[src/rtl/hw5_issue_queue.sv]
// hw5_issue_queue: tagged FIFO issue stage for hw5_unit; define HW5_ISSUE_OCCUPANCY_EN to add the occupancy output
module hw5_issue_queue #(
    parameter int WIDTH    = 32,
    parameter int DATABITS = 4,
    parameter int DEPTH    = 8,
    parameter int ADDRBITS = 3
) (
    input  logic                clk,
    input  logic                reset,
    input  logic                cmd_valid,
    output logic                cmd_ready,
    input  logic [WIDTH-1:0]    cmd_a,
    input  logic [WIDTH-1:0]    cmd_b,
    input  logic [1:0]          cmd_op,
    input  logic                stall,
    output logic [WIDTH-1:0]    a,
    output logic [WIDTH-1:0]    b,
    output logic [1:0]          in_op,
    output logic [DATABITS-1:0] in_databits,
    output logic                issue_fire
`ifdef HW5_ISSUE_OCCUPANCY_EN
    ,
    output logic [ADDRBITS:0]   occupancy
`endif
);
    logic [WIDTH-1:0]    mem_a  [DEPTH];
    logic [WIDTH-1:0]    mem_b  [DEPTH];
    logic [1:0]          mem_op [DEPTH];
    logic [ADDRBITS-1:0] wr_ptr, rd_ptr;
    logic [ADDRBITS:0]   count;
    logic [DATABITS-1:0] tag;
    logic                push, pop;

    // handshake and issue decisions; ready ignores same-cycle drain
    always_comb begin
        cmd_ready = count != (ADDRBITS+1)'(DEPTH);
        push      = cmd_valid && cmd_ready;
        pop       = (count != '0) && !stall;
    end

    // entry storage, written only on accepted commands outside reset
    always_ff @(posedge clk) begin
        if (reset && push) begin
            mem_a[wr_ptr]  <= cmd_a;
            mem_b[wr_ptr]  <= cmd_b;
            mem_op[wr_ptr] <= cmd_op;
        end
    end

    // pointers, count, tag and registered issue port; tag skips 0 so 0 marks a bubble
    always_ff @(posedge clk) begin
        if (!reset) begin
            wr_ptr      <= '0;
            rd_ptr      <= '0;
            count       <= '0;
            tag         <= DATABITS'(1);
            a           <= '0;
            b           <= '0;
            in_op       <= '0;
            in_databits <= '0;
            issue_fire  <= 1'b0;
        end else begin
            if (push) wr_ptr <= wr_ptr + ADDRBITS'(1);
            if (pop) begin
                a           <= mem_a[rd_ptr];
                b           <= mem_b[rd_ptr];
                in_op       <= mem_op[rd_ptr];
                in_databits <= tag;
                issue_fire  <= 1'b1;
                rd_ptr      <= rd_ptr + ADDRBITS'(1);
                tag         <= (tag == '1) ? DATABITS'(1) : tag + DATABITS'(1);
            end else begin
                in_databits <= '0;
                issue_fire  <= 1'b0;
            end
            count <= count + (ADDRBITS+1)'(push) - (ADDRBITS+1)'(pop);
        end
    end

`ifdef HW5_ISSUE_OCCUPANCY_EN
    // occupancy trails count by one edge
    always_ff @(posedge clk) begin
        if (!reset) occupancy <= '0;
        else        occupancy <= count;
    end
`endif
endmodule

[config.mk]
export PLATFORM = sky130hd
export DESIGN_NAME = hw5_issue_queue
export DESIGN_NICKNAME = d
export VERILOG_FILES = /design/src/rtl/hw5_issue_queue.sv
export SDC_FILE = /design/constraint.sdc
export NUM_CORES = 1
export LEC_CHECK = 0
export ABC_AREA = 1
export BUFFER_PORTS_ARGS = -buffer_cell sky130_fd_sc_hd__buf_2
export CAP_MARGIN = 20
export CORE_UTILIZATION = 65
export DETAILED_ROUTE_END_ITERATION = 8
export PLACE_DENSITY = 0.84
export SYNTH_ARGS = -nofsm -noshare
export SYNTH_HDL_FRONTEND = slang
export SYNTH_SLANG_ARGS = --single-unit
[constraint.sdc]
create_clock -name clk -period 13 [get_ports clk]
set_input_delay 0 -clock clk [delete_from_list [all_inputs] [get_ports clk]]
set_output_delay 0 -clock clk [all_outputs]
set_load 0.02 [all_outputs]
==> results of run 1 <==
cell type report:
| type | count | area, um2 | area share |
|---|---|---|---|
| sequential | 613 | 17600 | 0.596 |
| multi-input combinational | 1198 | 5340 | 0.181 |
| inverter | 557 | 2100 | 0.0713 |
| clock buffer | 73 | 1640 | 0.0557 |
| timing repair buffer | 234 | 1590 | 0.0540 |
| tap | 518 | 648 | 0.0220 |
| clock inverter | 36 | 574 | 0.0195 |
| antenna | 2 | 5.00 | 0.000170 |
registers in the layout (all words and copies together), names as in the netlist:
name and count:
issue_fire 1, in_databits 4, mem_op 16, count 4
mem_a 256, in_op 2, a 32, wr_ptr 3
mem_b 256, rd_ptr 3, b 32, tag 4
synth_stat cells:
cell	number
a21oi_1	72
buf_1	7
buf_2	76
buf_4	2
clkbuf_1	39
dfxtp_1	85
edfxtp_1	528
fa_1	1
ha_1	8
inv_1	552
inv_2	5
nand2_1	611
nand3_1	401
nor2_1	16
nor3_1	10
o211ai_1	1
o21ai_0	77
xor2_1	1
cell usage in the layout, fill, tap and decap left out, types with 7 or more instances in the layout:
cell type,n
buf_2,141
a21oi_1,72
o21ai_0,77
inv_1,552
edfxtp_1,528
nand2_1,611
clkbuf_16,61
clkinv_2,10
ha_1,8
bufinv_16,15
nand3_1,401
dlygate4sd3_1,67
nor2_1,12
buf_4,25
dfxtp_1,82
clkbuf_8,7
logic make-up after synthesis:
family / synth area share
flip-flops: 0.688
buffers and inverters: 0.104
AO/OA/AOI/OAI: 0.0295
AND/OR/NAND/NOR: 0.173
adder cells (fa/ha/maj): 0.00471
XOR/XNOR: 0.000343
worst max path at each step:
stage / from / slack [ns] / endpoint / cells after the start
2_1_floorplan: count[2]$_SDFF_PN0_ / 6.82 / mem_a[0][0]$_DFFE_PP_ / 7
3_3_place_gp: reset / 9.63 / mem_a[5][26]$_DFFE_PP_ / 5
3_5_place_dp: reset / 9.49 / mem_a[5][24]$_DFFE_PP_ / 5
4_1_cts: count[2]$_SDFF_PN0_ / 9.58 / mem_b[5][2]$_DFFE_PP_ / 8
5_1_grt: count[2]$_SDFF_PN0_ / 9.42 / mem_b[5][6]$_DFFE_PP_ / 8
6_report: count[2]$_SDFF_PN0_ / 9.59 / mem_b[5][5]$_DFFE_PP_ / 8
where the power goes:
group / total (mW) / internal, mW / switching (mW)
Sequential: 2.38 / 2.28 / 0.102
Clock: 1.92 / 1.19 / 0.730
Combinational: 1.19 / 0.356 / 0.834
Total: 5.50 / 3.83 / 1.67
metal layers:
layer  routed length, um  part of all wire
met1               21500              0.36
met2               30800              0.52
met3                4970             0.084
met4                1850             0.031
met5                  10           0.00017
timing repair:
action / CTS / global route
resized for setup: 0 / 0
hold buffers: 67 / 0
hold endpoints to repair: 531 / 0
worst register-to-register path: cells and delay by family, from the launching register on:
| kind | cells | cell delay, ns |
|---|---|---|
| simple gates | 4 | 1.50 |
| buf+inv | 3 | 0.96 |
| flops | 1 | 0.31 |
| fa+ha+maj | 1 | 0.20 |
==> results_dict.tcl, run 1 <==
set metrics [dict create \
    clk_latency_ns 0.61 \
    max_freq_mhz 293 \
    syn_area_um2 25500 \
    yosys-top-cells-area "edfxtp_1 (62%), nand2_1 (9.0%), inv_1 (8.1%), nand3_1 (7.9%), dfxtp_1 (6.7%)" \
    synth_area_per_cell_um2 10.2 \
    min_path_cells 4 \
    grt_start_max_net_pins 115 \
    setup_ws_ns 9.59 \
    coreArea_um2 38600 \
    rsz0062_at_grt "false" \
    max_stage_delay_ns 0.93 \
    hp-class "in -> reg" \
    ctsHtreeMaxLevel 2 \
    clock_skew_ns 0.0212 \
    finalMaxSlewViolations 0 \
    path_max_fanout 41 \
    yosysWarnings 0 \
    layoutNonFillerInstCount 3231 \
    pre_cts_slack_ns 9.49 \
    finalCritPeriodShare 0.262 \
    grt-busiest-layer "met2" \
    drc 0 \
    antenna_found_initial 3 \
    ys_types 18 \
    avgViaCountPerCell 5.56 \
    fin_setup_tns_ns 0 \
    synth_area_leader_cell "edfxtp_1" \
    r2r_end "mem_b[5][5]$_DFFE_PP_" \
    gp_congestion 0.796 \
    synth_nets 2571 \
    drt-initial-drc-count 1616 \
    grt_pass1_vias 18300 \
    crit_path_end_kind "flop" \
    p_leak_nw 13.1 \
    hold_end "tag[1]$_SDFFE_PN0P_" \
    grt_use_met1 0.358 \
    crit_buf_inv 3 \
    finalHoldViolations 0 \
    slew_headroom 0.249 \
    grt_use_met3 0.0412 \
    hp-start "stall" \
    die_h_um 200 \
    syn_inst 2492 \
    grt_usage 0.298 \
    wirelength_mm 59.2 \
    cp-start-kind "flop" \
    layout-drive-gt1-share 0.105 \
    clock-sinks 613 \
    via_count 18000 \
    critical_path_class "reg -> reg" \
    cts_buffers 58 \
    die_w_um 200 \
    path_cells "inv_1, ha_1, nand3_1, nand2_1, inv_1, nand3_1, nor2_4, buf_4" \
    postRouteAntennaNets 0 \
    critical-path-top-delay-family "simple AND/OR/NAND/NOR gates" \
    fin_util 0.763 \
    status "completed" \
    use_met2 0.530 \
    synth_seq_cells 613 \
    period_needed_ns 3.41 \
    cts.clk_slew.worst_paths_ns 0.07 \
    r2r-start "count[2]$_SDFF_PN0_" \
    vdd_drop_max_v 0.000148 \
    clockRootBuffer "clkbuf_16" \
    synth_top_cell_area_share 0.622 \
    r2r_cells 8 \
    initial_core_util 0.660 \
    drt_pass1_iterations 6 \
    cts_tree "done" \
    die_area_um2 40000 \
    reg2reg_slack_ns 9.59 \
    io_pins 142 \
    setup_violations 0 \
    whs_ns 0.130 \
    postLayoutCellArea_um2 29500 \
    hpwl_mm 29.5 \
    numPlacedInstances 3052 \
    arrival_ns 3.64 \
    tightestPinTransition_ns 1.13 \
    max_cap_violations 0 \
    syn2layout_area_growth_pct 15.5 \
    fill_cells 2284 \
    grt_pass1_wl_mm 92.8 \
    power.density_nw_per_um2 187 \
    overflow 0 \
    clock_path_buffers 3 \
    power_mw 5.50 \
    required_ns 13.23 \
    nets 2741 \
    portBuffers 141 \
    placed_area_um2 26600 \
    slowest_stage "nor2_4" \
    std_cell_rows 72 \
    post_drt_wl_per_cell_um 18.3 \
    cts_setup_buffers 0 \
    seq_area_frac_synth 0.688 \
]
(Power assumes the default switching activity.)
==> run 2, diff against run 1 <==
Settings changed: CORE_UTILIZATION 65 to 55, PLACE_DENSITY 0.84 to 0.76.
Clock period 13 ns to 2.8 ns, I/O delays scaled along.
==> results_dict.tcl, run 2 (synthesis gave the netlist of run 1 again) <==
set metrics [dict create \
    clock_path_buffers 3 \
    antenna_found_initial 4 \
    tightestPinTransition_ns 1.27 \
    overflow 0 \
    path_max_fanout 30 \
    hpwl_mm 31.1 \
    die_w_um 217 \
    max_cap_violations 0 \
    max_freq_mhz 456 \
    p_sw_mw 7.76 \
    die_h_um 217 \
    fin_util 0.656 \
    required_ns 3.09 \
    layout-drive-gt1-share 0.109 \
    syn2layout_area_growth_pct 17.1 \
    p_leak_nw 13.2 \
    layout_commonest_cell "nand2_1" \
    critical_path_class "reg -> reg" \
    nets 2761 \
    p_sw_frac 0.305 \
    drc 0 \
    period_needed_ns 2.19 \
    finalMaxSlewViolations 0 \
    ctsHtreeMaxLevel 2 \
    power.density_nw_per_um2 850 \
    clkPwrFrac 0.336 \
    drt_pass1_iterations 6 \
    finalHoldViolations 0 \
    layout_common_cells "nand2_1 (609), inv_1 (550), edfxtp_1 (528)" \
    avgViaCountPerCell 5.28 \
    portBuffers 141 \
    rsz0062_at_grt "false" \
    grt_usage 0.253 \
    coreArea_um2 45600 \
    vdd_drop_max_v 0.000611 \
    cts_tree "done" \
    finalCritPeriodShare 0.783 \
    initial_core_util 0.560 \
    path_cells "inv_2, nand3_4, nand2_4, inv_4, nand3_1, nor2_4, buf_12" \
    cts.clk_slew.worst_paths_ns 0.06 \
    whs_ns 0.194 \
    crit_path_end_kind "flop" \
    arrival_ns 2.48 \
    hp-class "in -> reg" \
    seq_power_share 0.430 \
    die_area_um2 47200 \
    post_drt_wl_per_cell_um 17.6 \
    postRouteAntennaNets 0 \
    clk_latency_ns 0.61 \
    top_regs "mem_a (256), mem_b (256)" \
    clock-sinks 613 \
    cts_setup_buffers 0 \
    status "completed" \
    pre_cts_slack_ns 0.609 \
    io_pins 142 \
    cp-start-kind "flop" \
    std_cell_rows 78 \
    grt_pass1_wl_mm 92.8 \
    clock_skew_ns 0.0195 \
    pwr-share-comb 0.234 \
    clockRootBuffer "clkbuf_16" \
    setup_violations 0 \
    via_count 17600 \
    setup_ws_ns 0.609 \
    wirelength_mm 58.6 \
    internal_power_mw 17.6 \
    max_stage_delay_ns 0.47 \
    slew_headroom 0.154 \
    drt-initial-drc-count 1750 \
    grt_pass1_vias 17700 \
    grt_start_max_net_pins 266 \
    gp_congestion 0.785 \
    cts_buffers 61 \
    slowest_stage "nor2_4" \
]
[run 2: final timing paths]
| check | startpoint | end | slack, ns | depth (start not counted) |
|---|---|---|---|---|
| setup / recovery | count[1]$_SDFF_PN0_ | mem_a[7][29]$_DFFE_PP_ | 0.61 | 7 |
| hold / removal | cmd_a[10] | mem_a[1][10]$_DFFE_PP_ | 0.19 | 2 |
| setup reg to reg | count[1]$_SDFF_PN0_ | mem_a[7][29]$_DFFE_PP_ | 0.61 | 7 |
| hold reg to reg | tag[1]$_SDFFE_PN0P_ | in_databits[1]$_SDFF_PN0_ | 0.48 | 2 |
[run 2: cell type report]
| class | count | area (um2) |
|---|---|---|
| Antenna cell | 3 | 7.51 |
| Clock buffer | 87 | 1720 |
| Multi-Input combinational cell | 1198 | 5420 |
| Timing Repair Buffer | 251 | 1920 |
| Clock inverter | 26 | 388 |
| Fill cell | 3302 | 15700 |
| Inverter | 557 | 2110 |
| Sequential cell | 613 | 17600 |
| Tap cell | 600 | 751 |
[run 2: metal layers]
layer  up-vias  part of all wire  global-route usage
met5         -           0.00014                   0
met3       114             0.070              0.0450
met4         2             0.025              0.0871
met1      8443              0.40               0.316
li1       8379                 -                   -
met2       671              0.51               0.443
[run 2: worst max-delay path, delay by kind of cell, from the launching register on]
kind / cells / cell delay, ns
buffers and inverters: 3 / 0.49
flip-flops: 1 / 0.41
AND/OR/NAND/NOR: 4 / 0.95
[run 2: through the flow]
step,setup TNS [ns],power (mW),std cells,cell area [um2]
after floorplan,-101.93,15.0,2492,25600
after global placement,0,16.7,3149,27100
after detailed placement,0,16.9,3149,27100
after CTS,0,25.5,3332,29900
after global routing,0,26.6,3335,29900
final,0,25.4,3335,29900
[run 2: power by group through the flow]
| stage | sequential (mW) | combinational, mW | clock [mW] |
|---|---|---|---|
| 2_1_floorplan | 11.5 | 3.57 | 0 |
| 3_3_place_gp | 11.1 | 5.60 | 0 |
| 3_5_place_dp | 11.1 | 5.81 | 0 |
| 4_1_cts | 10.9 | 5.95 | 8.63 |
| 5_1_grt | 11.0 | 6.58 | 9.00 |
| 6_report | 10.9 | 5.95 | 8.53 |
[run 2: repair_timing]
action | in CTS | in global routing
gates resized for setup | 0 | 0
hold buffers | 70 | 0
endpoints found under the hold margin | 556 | 0
